<file path="config.mk">
export PLATFORM = sky130hd
export DESIGN_NAME = decode_issue_flat
export DESIGN_NICKNAME = d
export VERILOG_FILES = /design/src/rtl/decode_issue_pkg.sv /design/src/rtl/decode_issue_if.sv /design/src/rtl/decode_issue_operand.sv /design/src/rtl/decode_issue.sv /design/src/flat_wrapper.sv
export SDC_FILE = /design/constraint.sdc
export NUM_CORES = 1
export LEC_CHECK = 0
export BUFFER_PORTS_ARGS = -buffer_cell sky130_fd_sc_hd__clkbuf_2
export CORE_AREA = 3 3 370 372
export CTS_BUF_LIST = sky130_fd_sc_hd__clkbuf_8
export DETAILED_ROUTE_END_ITERATION = 6
export DIE_AREA = 0 0 373 375
export MAX_ROUTING_LAYER = met4
export RECOVER_POWER = 50
export SLEW_MARGIN = 20
export SYNTH_ARGS = -nofsm -noshare
export SYNTH_HDL_FRONTEND = slang
export SYNTH_SLANG_ARGS = --single-unit
</file>
<file path="constraint.sdc">
create_clock -name clk -period 3 [get_ports clk]
set_input_delay 0.6 -clock clk [delete_from_list [all_inputs] [get_ports clk]]
set_output_delay 0.6 -clock clk [all_outputs]
set_load 0.05 [all_outputs]
</file>
<file path="src/rtl/decode_issue_pkg.sv">
// decode_issue_pkg: shared widths for the decode-stage operand collector.
// REGSZ is the GPR width, XERCRSZ the XER/CR width.
package decode_issue_pkg;
    localparam int REGSZ   = 64;
    localparam int XERCRSZ = 32;
endpackage

</file>
<file path="src/rtl/decode_issue_if.sv">
// decode_issue_if: decode/bypass/EX signals around decode_issue.
// slave = decode_issue side, master = surrounding pipeline side.
interface decode_issue_if
    import decode_issue_pkg::*;
#(
    parameter int PAYLOAD_W = 96
);
    logic                 in_valid;
    logic [PAYLOAD_W-1:0] in_payload;
    logic                 in_need_a;
    logic                 in_need_b;
    logic                 in_need_c;
    logic                 in_need_xercr;
    logic                 in_stall;
    logic                 bp_enable;
    logic [REGSZ-1:0]     rf_a_val;
    logic [REGSZ-1:0]     rf_b_val;
    logic [REGSZ-1:0]     rf_c_val;
    logic [XERCRSZ-1:0]   rf_xercr_val;
    logic                 gpr_a_bypassed;
    logic                 gpr_b_bypassed;
    logic                 gpr_c_bypassed;
    logic [REGSZ-1:0]     gpr_a_bypass_val;
    logic [REGSZ-1:0]     gpr_b_bypass_val;
    logic [REGSZ-1:0]     gpr_c_bypass_val;
    logic                 xercr_bypassed;
    logic [XERCRSZ-1:0]   xercr_bypass_val;
    logic                 gpr_a_busy;
    logic                 gpr_b_busy;
    logic                 gpr_c_busy;
    logic                 xercr_busy;
    logic                 flush;
    logic                 out_valid;
    logic                 out_stall;
    logic [PAYLOAD_W-1:0] out_payload;
    logic [REGSZ-1:0]     out_op_a;
    logic [REGSZ-1:0]     out_op_b;
    logic [REGSZ-1:0]     out_op_c;
    logic [XERCRSZ-1:0]   out_xercr;
    logic [31:0]          stat_hazard_cycles;
    logic [31:0]          stat_backpressure_cycles;

    modport slave (
        input  in_valid, in_payload,
        input  in_need_a, in_need_b, in_need_c, in_need_xercr,
        output in_stall, bp_enable,
        input  rf_a_val, rf_b_val, rf_c_val, rf_xercr_val,
        input  gpr_a_bypassed, gpr_b_bypassed, gpr_c_bypassed,
        input  gpr_a_bypass_val, gpr_b_bypass_val, gpr_c_bypass_val,
        input  xercr_bypassed, xercr_bypass_val,
        input  gpr_a_busy, gpr_b_busy, gpr_c_busy, xercr_busy,
        input  flush, out_stall,
        output out_valid, out_payload,
        output out_op_a, out_op_b, out_op_c, out_xercr,
        output stat_hazard_cycles, stat_backpressure_cycles
    );

    modport master (
        output in_valid, in_payload,
        output in_need_a, in_need_b, in_need_c, in_need_xercr,
        input  in_stall, bp_enable,
        output rf_a_val, rf_b_val, rf_c_val, rf_xercr_val,
        output gpr_a_bypassed, gpr_b_bypassed, gpr_c_bypassed,
        output gpr_a_bypass_val, gpr_b_bypass_val, gpr_c_bypass_val,
        output xercr_bypassed, xercr_bypass_val,
        output gpr_a_busy, gpr_b_busy, gpr_c_busy, xercr_busy,
        output flush, out_stall,
        input  out_valid, out_payload,
        input  out_op_a, out_op_b, out_op_c, out_xercr,
        input  stat_hazard_cycles, stat_backpressure_cycles
    );
endinterface

</file>
<file path="src/rtl/decode_issue_operand.sv">
// decode_issue_operand: readiness and value select for one source operand.
// Ports: i_need/i_bypassed/i_busy, i_bypass_val, i_rf_val -> o_ready, o_val.
module decode_issue_operand #(
    parameter int W = 64
) (
    input  logic         i_need,
    input  logic         i_bypassed,
    input  logic         i_busy,
    input  logic [W-1:0] i_bypass_val,
    input  logic [W-1:0] i_rf_val,
    output logic         o_ready,
    output logic [W-1:0] o_val
);
    assign o_ready = !i_need || i_bypassed || !i_busy;

    // Unused operands are zeroed so EX never sees stale data.
    assign o_val = !i_need ? '0 :
                   (i_bypassed ? i_bypass_val : i_rf_val);
endmodule

</file>
<file path="src/rtl/decode_issue.sv">
// decode_issue: operand collector + one-entry issue register into EX.
// Ports: clk, reset (sync, active-high), io (decode_issue_if.slave).
// Optional macro DECODE_ISSUE_STATS_EN enables hazard/backpressure counters.
module decode_issue
    import decode_issue_pkg::*;
#(
    parameter int PAYLOAD_W = 96,
    parameter int RF_LAT_OK = 1
) (
    input logic           clk,
    input logic           reset,
    decode_issue_if.slave io
);
    // Only a combinational register file is supported.
    localparam bit LP_RF_COMB = (RF_LAT_OK == 1);

    logic                 w_rdy_a, w_rdy_b, w_rdy_c, w_rdy_x;
    logic [REGSZ-1:0]     w_val_a, w_val_b, w_val_c;
    logic [XERCRSZ-1:0]   w_val_x;
    logic                 w_all_rdy;
    logic                 w_space;
    logic                 w_fire;

    logic                 r_valid;
    logic [PAYLOAD_W-1:0] r_payload;
    logic [REGSZ-1:0]     r_op_a, r_op_b, r_op_c;
    logic [XERCRSZ-1:0]   r_xercr;

    decode_issue_operand #(.W(REGSZ)) u_op_a (
        .i_need(io.in_need_a), .i_bypassed(io.gpr_a_bypassed),
        .i_busy(io.gpr_a_busy), .i_bypass_val(io.gpr_a_bypass_val),
        .i_rf_val(io.rf_a_val), .o_ready(w_rdy_a), .o_val(w_val_a)
    );
    decode_issue_operand #(.W(REGSZ)) u_op_b (
        .i_need(io.in_need_b), .i_bypassed(io.gpr_b_bypassed),
        .i_busy(io.gpr_b_busy), .i_bypass_val(io.gpr_b_bypass_val),
        .i_rf_val(io.rf_b_val), .o_ready(w_rdy_b), .o_val(w_val_b)
    );
    decode_issue_operand #(.W(REGSZ)) u_op_c (
        .i_need(io.in_need_c), .i_bypassed(io.gpr_c_bypassed),
        .i_busy(io.gpr_c_busy), .i_bypass_val(io.gpr_c_bypass_val),
        .i_rf_val(io.rf_c_val), .o_ready(w_rdy_c), .o_val(w_val_c)
    );
    decode_issue_operand #(.W(XERCRSZ)) u_op_x (
        .i_need(io.in_need_xercr), .i_bypassed(io.xercr_bypassed),
        .i_busy(io.xercr_busy), .i_bypass_val(io.xercr_bypass_val),
        .i_rf_val(io.rf_xercr_val), .o_ready(w_rdy_x), .o_val(w_val_x)
    );

    assign w_all_rdy = w_rdy_a && w_rdy_b && w_rdy_c && w_rdy_x;
    assign w_space   = !r_valid || !io.out_stall;
    assign w_fire    = io.in_valid && !io.flush && w_all_rdy
                       && w_space && LP_RF_COMB;

    assign io.in_stall  = io.in_valid && !io.flush && !w_fire;
    assign io.bp_enable = io.in_valid;

    // Data moves only on fire, so a held packet is never disturbed.
    always_ff @(posedge clk) begin
        if (reset) begin
            r_valid   <= 1'b0;
            r_payload <= '0;
            r_op_a    <= '0;
            r_op_b    <= '0;
            r_op_c    <= '0;
            r_xercr   <= '0;
        end else if (io.flush) begin
            r_valid <= 1'b0;
        end else if (w_fire) begin
            r_valid   <= 1'b1;
            r_payload <= io.in_payload;
            r_op_a    <= w_val_a;
            r_op_b    <= w_val_b;
            r_op_c    <= w_val_c;
            r_xercr   <= w_val_x;
        end else if (r_valid && !io.out_stall) begin
            r_valid <= 1'b0;
        end
    end

    assign io.out_valid   = r_valid;
    assign io.out_payload = r_payload;
    assign io.out_op_a    = r_op_a;
    assign io.out_op_b    = r_op_b;
    assign io.out_op_c    = r_op_c;
    assign io.out_xercr   = r_xercr;

`ifdef DECODE_ISSUE_STATS_EN
    logic        w_hazard;
    logic        w_backp;
    logic [31:0] r_hazard_cnt;
    logic [31:0] r_backp_cnt;

    // A cycle that is both hazard and backpressure counts as hazard.
    assign w_hazard = io.in_valid && !io.flush && !w_all_rdy;
    assign w_backp  = io.in_valid && w_all_rdy && !w_space && !w_hazard;

    always_ff @(posedge clk) begin
        if (reset) begin
            r_hazard_cnt <= '0;
            r_backp_cnt  <= '0;
        end else begin
            if (w_hazard) r_hazard_cnt <= r_hazard_cnt + 32'd1;
            if (w_backp)  r_backp_cnt  <= r_backp_cnt + 32'd1;
        end
    end

    assign io.stat_hazard_cycles       = r_hazard_cnt;
    assign io.stat_backpressure_cycles = r_backp_cnt;
`else
    assign io.stat_hazard_cycles       = 32'd0;
    assign io.stat_backpressure_cycles = 32'd0;
`endif
endmodule

</file>
<file path="src/flat_wrapper.sv">
// flat-port wrapper written by rule: the top's interface ports become plain ports
module decode_issue_flat import decode_issue_pkg::*;
#(
    parameter int PAYLOAD_W = 96,
    parameter int RF_LAT_OK = 1
)
  (clk, reset, io_in_valid, io_in_payload, io_in_need_a, io_in_need_b, io_in_need_c, io_in_need_xercr, io_in_stall, io_bp_enable, io_rf_a_val, io_rf_b_val, io_rf_c_val, io_rf_xercr_val, io_gpr_a_bypassed, io_gpr_b_bypassed, io_gpr_c_bypassed, io_gpr_a_bypass_val, io_gpr_b_bypass_val, io_gpr_c_bypass_val, io_xercr_bypassed, io_xercr_bypass_val, io_gpr_a_busy, io_gpr_b_busy, io_gpr_c_busy, io_xercr_busy, io_flush, io_out_stall, io_out_valid, io_out_payload, io_out_op_a, io_out_op_b, io_out_op_c, io_out_xercr, io_stat_hazard_cycles, io_stat_backpressure_cycles);
  decode_issue_if #(.PAYLOAD_W(PAYLOAD_W)) io_i ();
  input logic clk;
  input logic reset;
  input wire logic [$bits(io_i.in_valid)-1:0] io_in_valid;
  input wire logic [$bits(io_i.in_payload)-1:0] io_in_payload;
  input wire logic [$bits(io_i.in_need_a)-1:0] io_in_need_a;
  input wire logic [$bits(io_i.in_need_b)-1:0] io_in_need_b;
  input wire logic [$bits(io_i.in_need_c)-1:0] io_in_need_c;
  input wire logic [$bits(io_i.in_need_xercr)-1:0] io_in_need_xercr;
  output wire logic [$bits(io_i.in_stall)-1:0] io_in_stall;
  output wire logic [$bits(io_i.bp_enable)-1:0] io_bp_enable;
  input wire logic [$bits(io_i.rf_a_val)-1:0] io_rf_a_val;
  input wire logic [$bits(io_i.rf_b_val)-1:0] io_rf_b_val;
  input wire logic [$bits(io_i.rf_c_val)-1:0] io_rf_c_val;
  input wire logic [$bits(io_i.rf_xercr_val)-1:0] io_rf_xercr_val;
  input wire logic [$bits(io_i.gpr_a_bypassed)-1:0] io_gpr_a_bypassed;
  input wire logic [$bits(io_i.gpr_b_bypassed)-1:0] io_gpr_b_bypassed;
  input wire logic [$bits(io_i.gpr_c_bypassed)-1:0] io_gpr_c_bypassed;
  input wire logic [$bits(io_i.gpr_a_bypass_val)-1:0] io_gpr_a_bypass_val;
  input wire logic [$bits(io_i.gpr_b_bypass_val)-1:0] io_gpr_b_bypass_val;
  input wire logic [$bits(io_i.gpr_c_bypass_val)-1:0] io_gpr_c_bypass_val;
  input wire logic [$bits(io_i.xercr_bypassed)-1:0] io_xercr_bypassed;
  input wire logic [$bits(io_i.xercr_bypass_val)-1:0] io_xercr_bypass_val;
  input wire logic [$bits(io_i.gpr_a_busy)-1:0] io_gpr_a_busy;
  input wire logic [$bits(io_i.gpr_b_busy)-1:0] io_gpr_b_busy;
  input wire logic [$bits(io_i.gpr_c_busy)-1:0] io_gpr_c_busy;
  input wire logic [$bits(io_i.xercr_busy)-1:0] io_xercr_busy;
  input wire logic [$bits(io_i.flush)-1:0] io_flush;
  input wire logic [$bits(io_i.out_stall)-1:0] io_out_stall;
  output wire logic [$bits(io_i.out_valid)-1:0] io_out_valid;
  output wire logic [$bits(io_i.out_payload)-1:0] io_out_payload;
  output wire logic [$bits(io_i.out_op_a)-1:0] io_out_op_a;
  output wire logic [$bits(io_i.out_op_b)-1:0] io_out_op_b;
  output wire logic [$bits(io_i.out_op_c)-1:0] io_out_op_c;
  output wire logic [$bits(io_i.out_xercr)-1:0] io_out_xercr;
  output wire logic [$bits(io_i.stat_hazard_cycles)-1:0] io_stat_hazard_cycles;
  output wire logic [$bits(io_i.stat_backpressure_cycles)-1:0] io_stat_backpressure_cycles;
  assign io_i.in_valid = io_in_valid;
  assign io_i.in_payload = io_in_payload;
  assign io_i.in_need_a = io_in_need_a;
  assign io_i.in_need_b = io_in_need_b;
  assign io_i.in_need_c = io_in_need_c;
  assign io_i.in_need_xercr = io_in_need_xercr;
  assign io_in_stall = io_i.in_stall;
  assign io_bp_enable = io_i.bp_enable;
  assign io_i.rf_a_val = io_rf_a_val;
  assign io_i.rf_b_val = io_rf_b_val;
  assign io_i.rf_c_val = io_rf_c_val;
  assign io_i.rf_xercr_val = io_rf_xercr_val;
  assign io_i.gpr_a_bypassed = io_gpr_a_bypassed;
  assign io_i.gpr_b_bypassed = io_gpr_b_bypassed;
  assign io_i.gpr_c_bypassed = io_gpr_c_bypassed;
  assign io_i.gpr_a_bypass_val = io_gpr_a_bypass_val;
  assign io_i.gpr_b_bypass_val = io_gpr_b_bypass_val;
  assign io_i.gpr_c_bypass_val = io_gpr_c_bypass_val;
  assign io_i.xercr_bypassed = io_xercr_bypassed;
  assign io_i.xercr_bypass_val = io_xercr_bypass_val;
  assign io_i.gpr_a_busy = io_gpr_a_busy;
  assign io_i.gpr_b_busy = io_gpr_b_busy;
  assign io_i.gpr_c_busy = io_gpr_c_busy;
  assign io_i.xercr_busy = io_xercr_busy;
  assign io_i.flush = io_flush;
  assign io_i.out_stall = io_out_stall;
  assign io_out_valid = io_i.out_valid;
  assign io_out_payload = io_i.out_payload;
  assign io_out_op_a = io_i.out_op_a;
  assign io_out_op_b = io_i.out_op_b;
  assign io_out_op_c = io_i.out_op_c;
  assign io_out_xercr = io_i.out_xercr;
  assign io_stat_hazard_cycles = io_i.stat_hazard_cycles;
  assign io_stat_backpressure_cycles = io_i.stat_backpressure_cycles;
  decode_issue #(.PAYLOAD_W(PAYLOAD_W), .RF_LAT_OK(RF_LAT_OK)) u_core (.clk(clk), .reset(reset), .io(io_i));
endmodule
</file>
# Yosys cells after proc, flatten, opt, wreduce, memory -nomap -nowiden
# Cells that the tools add are included.
totals:
  wordCells: 49
  register_bits: 321
  output_inout_bits: 387
  input_bits: 561
op_classes:
  n_bitwise: 1
  n_mux: 10
  reduce_logical: 32
ops:
  columns: ["cell", "n"]
  rows:
  - ["$mux W64", 6]
  - ["$mux W32", 2]
  - ["$logic_not A1 Y1", 12]
  - ["$logic_or A1 B1 Y1", 9]
  - ["$logic_and A1 B1 Y1", 8]
  - ["$mux W1", 2]
  - ["$reduce_and A2 Y1", 1]
  - ["$reduce_bool A2 Y1", 1]
  - ["$reduce_or A2 Y1", 1]
  - ["$not A1 Y1", 1]

# Logic depth before layout (Yosys ltp)
logic_depth:
  ltp_word: 10
  mapped_depth: 8
  mapped_depth_nobuf: 4

# Cells and area by module
# A second synthesis with hierarchy kept.
hier_totals:
  cells_unflattened: 1962
  area_unflattened_um2: 19179.6
modules_own_cells:
  columns: ["mod", "cells_per_inst", "seq_area_each_um2", "n_inst", "area_per_inst_um2"]
  rows:
  - ["decode_issue", 1461, 6426.2, 1, 15119.5]
  - ["decode_issue_operand at u_core.u_op_a ...", 143, 0.0, 3, 1149.9]
  - ["decode_issue_operand at u_core.u_op_x", 72, 0.0, 1, 610.6]

# Worst setup path after synthesis
# OpenSTA, ideal clock, no wires.
synth_path:
  kind: "input port to output port"
  startpoint: "input io_xercr_bypassed"
  endpoint: "output io_in_stall"
  cell_stages: 8
  required_time_ns: 2.400
  setup_slack_ns: 0.296
  n_path_buf: 4
  t_arrival_ns: 2.104
  path_cell_list: "buf_4 nand3b_1 nand3_1 nor3b_1 buf_4 buf_8 buf_6 nor2_1"
synth_via:
  elab_chain_cells: 7
synth_lines:
  columns: ["item", "line", "source"]
  rows:
  - ["start, declared", "flat_wrapper.sv:29", "input wire logic [$bits(io_i.xercr_bypassed)-1:0] io_xercr_bypassed;"]
  - ["$logic_or A1 B1 Y1 (2 in series)", "decode_issue_operand.sv:14", "assign o_ready = !i_need || i_bypassed || !i_busy;"]
  - ["$logic_and A1 B1 Y1", "decode_issue.sv:50", "assign w_all_rdy = w_rdy_a && w_rdy_b && w_rdy_c && w_rdy_x;"]
  - ["$logic_and A1 B1 Y1", "decode_issue.sv:52", "assign w_fire = io.in_valid && !io.flush && w_all_rdy"]
  - ["$logic_and A1 B1 Y1", "decode_issue.sv:53", "&& w_space && LP_RF_COMB;"]
  - ["$logic_not A1 Y1", "decode_issue.sv:55", "assign io.in_stall = io.in_valid && !io.flush && !w_fire;"]
  - ["$logic_and A1 B1 Y1", "decode_issue.sv:55", null]
  - ["end, declared", "flat_wrapper.sv:17", "output wire logic [$bits(io_i.in_stall)-1:0] io_in_stall;"]
# Every way passes these cells.

# Worst setup path in the final report
layout_path:
  startpoint: "input io_flush"
  endpoint: "output io_in_stall"
layout_via:
  elab_chain_cells: 6
layout_lines:
  columns: ["item", "line", "source"]
  rows:
  - ["start, declared", "flat_wrapper.sv:35", "input wire logic [$bits(io_i.flush)-1:0] io_flush;"]
  - ["$logic_not A1 Y1 *", "decode_issue.sv:52, decode_issue.sv:55", null]
  - ["$logic_and A1 B1 Y1 *", "decode_issue.sv:52, decode_issue.sv:55", null]
  - ["$logic_and A1 B1 Y1", "decode_issue.sv:52", null]
  - ["$logic_and A1 B1 Y1", "decode_issue.sv:53", null]
  - ["$logic_not A1 Y1", "decode_issue.sv:55", null]
  - ["$logic_and A1 B1 Y1 *", "decode_issue.sv:55", null]
# Mark *: on every way between the ends. The rest lies on a longest branch, timed or not.

==> summary.txt <==
status: finished clean
Final setup violation count: 0
fin nets: 3139
Rel. slew slack: 0.222
drt pass-1 iters: 4
overall routing resource usage: 0.118
combinational share of power: 0.207
Distinct cells, synth: 19
XOR/XNOR Fraction of Synth Area: 0
final hold vios: 0
Pins Over Slew Limit: 0
Post-Synth Adder-Cell Area: 0
vias in the first global route: 15400
cell count after synthesis: 1719
Hold Crit Class: in2reg
synthesized area per cell: 9.98 um2
Worst Tran Pin Value: 1.17 ns
PortBufs: 883
Critical Path AT: 2.25 ns
first-pass GRT wire length: 114 mm
post-synthesis compound-gate area fraction: 0.000729
Power Total: 11.5 mW
top-area cell type share of the netlist area: 0.374
Post-CTS Setup Bufs: 0
setup TNS: 0 ns
RSZ-0062 raised after global routing: false
routed len/inst: 19.1 um
Metal-1 WL: 36.3 mm
cts repair resizes: 0
top cells by area, synth: dfxtp_1 (37%), mux2i_1 (19%), nand2b_1 (15%)
period utilization: 0.950
switching power: 3.66 mW
Critical path origin: io_flush
hold path startpoint: io_in_payload[80]
Final Non-Filler Cells: 4398
post-synthesis async set-or-reset flop share: 0
worst skew pair latency: 0.71 ns
main combinational cell family by area after synthesis: multiplexers
Clk pwr share: 0.402
die area: 140000 um2
crit-path max FO: 3
Initial Utilization: 0.128
Setup crit end kind: output port
total CTS buffers: 61
Top FF cell, synth: dfxtp_1
CTS max path bufs: 3
met3 routed WL: 7.80 mm
core area: 134000 um2
Pint: 7.84 mW
WL met2: 38.1 mm
final worst setup slack: 0.151 ns
design area: 24100 um2
CP Launch Type: input port
post-layout util: 0.180
Flop pwr share: 0.391
Post-Syn Area: 17200 um2
placed cell count: 4282
most frequent cell after synthesis: nand2b_1
Clock transition at path regs: 0.06 ns
routed vias: 15100
# DRC: 0
placed cell area: 23100 um2
drt total wl: 84.2 mm
number of synthesized flops with an enable pin: 0
Synth Warn #: 0
routability cong.: 0.931
layout cells sized above 1: 0.367
Worst IR Drop VDD: 0.308 mV
DRT antenna net count: 0
reg-to-reg startpoint: u_core.io.out_valid
CTS Sinks: 321
area leader, netlist: dfxtp_1
sw frac: 0.318
num ports: 948
DR iter-0 viols: 592
Root Buffer: clkbuf_8
sequential share of the synthesized area: 0.374
clock skew: 0.0389 ns
H-tree levels: 2
die outline height: 375 um
max frequency: 351 MHz
Rows: 134
CP Data Required Time: 2.40 ns
# fillers: 15100
worst slack at placement: 0.156 ns
Max-Cap Viols: 0
final hold slack: 0.136 ns
DP HPWL: 69.6 mm
initial antenna violation count: 61
Final Critical Period: 2.85 ns
CP Class: in2out
Synth Area in Simple Gates: 0.206
Chip Width: 373 um
PD cells: 477 nW/um2
mux contribution to synthesized area: 0.334
largest net degree at the start of global routing: 246
Vias/cell: 3.43
Post-synth top cells: nand2b_1 (417), dfxtp_1 (321), mux2i_1 (320)
total global routing overflow: 0
Area growth syn-to-layout: 40.4%
post-synthesis register bit count: 321
Pleak: 9.49 nW
top routing layer used: met4
CTS tree: done
## cell families after synthesis
family / Yosys count
other: 1
buffers and inverters: 197
AO/OA/AOI/OAI: 2
multiplexers: 544
AND/OR/NAND/NOR: 654
flip-flops: 321
## critical path: stages
cell and delay (ns):
dlygate4sd3_1 0.54, clkbuf_2 0.11, nand2b_1 0.16, o21bai_1 0.18, nor3b_2 0.18, buf_4 0.20, nor2_1 0.11, buf_12 0.16
## final cells by class
class | count | area (um2) | share of cell area
clock inverter | 30 | 191 | 0.00795
antenna | 5 | 12.5 | 0.000519
tap | 1768 | 2210 | 0.0918
clock buffer | 80 | 1100 | 0.0457
multi-input combinational | 1264 | 9540 | 0.396
sequential | 321 | 6430 | 0.267
timing repair buffer | 930 | 4610 | 0.191
## metal layers
metal,vias up,GRT usage
met4,0,0.0246
met2,673,0.186
met5,-,-
li1,7254,-
met3,151,0.0424
met1,7011,0.144
## power groups by stage
stage                     sequential (mW)  combinational [mW]  clock, mW
after detailed placement             4.58                2.44          0
after CTS                            4.49                2.45       4.84
final                                4.49                2.38       4.62
after global placement               4.57                2.43          0
after global routing                 4.50                2.54       5.02
after floorplan                      5.07                1.18          0
## cells in the final DEF (no fill, tap or decap)
| cell type | count |
|---|---|
| conb_1 | 64 |
| nand3b_1 | 3 |
| clkinv_2 | 6 |
| bufinv_16 | 2 |
| dfxtp_1 | 321 |
| dlygate4sd3_1 | 1 |
| nor3b_1 | 1 |
| buf_4 | 35 |
| nand3_1 | 1 |
| nand2_1 | 226 |
| nor2_1 | 1 |
| o21bai_1 | 1 |
| inv_1 | 18 |
| nand2b_1 | 417 |
| buf_8 | 1 |
| inv_8 | 1 |
| diode_2 | 5 |
| clkinvlp_4 | 3 |
| nor2b_4 | 4 |
| mux2i_1 | 320 |
| buf_2 | 2 |
| buf_12 | 14 |
| clkbuf_2 | 590 |
| clkbuf_1 | 287 |
| mux2_2 | 224 |
| nor3b_2 | 1 |
| o21ai_0 | 1 |
| clkbuf_8 | 80 |
## worst paths after layout
| path | end | slack (ns) | depth (start not counted) |
|---|---|---|---|
| setup / recovery | io_in_stall | 0.15 | 8 |
| setup reg to reg | u_core.io.out_op_a[43] | 1.33 | 6 |
| hold reg to reg | u_core.io.out_op_c[17] | 0.47 | 2 |
| hold / removal | u_core.io.out_payload[80] | 0.14 | 3 |
## flip-flops by register name (all words and copies together) (netlist names)
register / flops
u_core.io.out_valid: 1
u_core.io.out_op_b: 64
u_core.io.out_payload: 96
u_core.io.out_op_c: 64
u_core.io.out_xercr: 32
u_core.io.out_op_a: 64
## what timing repair did
action / CTS / global route
endpoints found under the setup margin: 0 / 0
hold buffers: 1 / 0
hold endpoints to repair: 1 / 0
(Power assumes the default switching activity.)
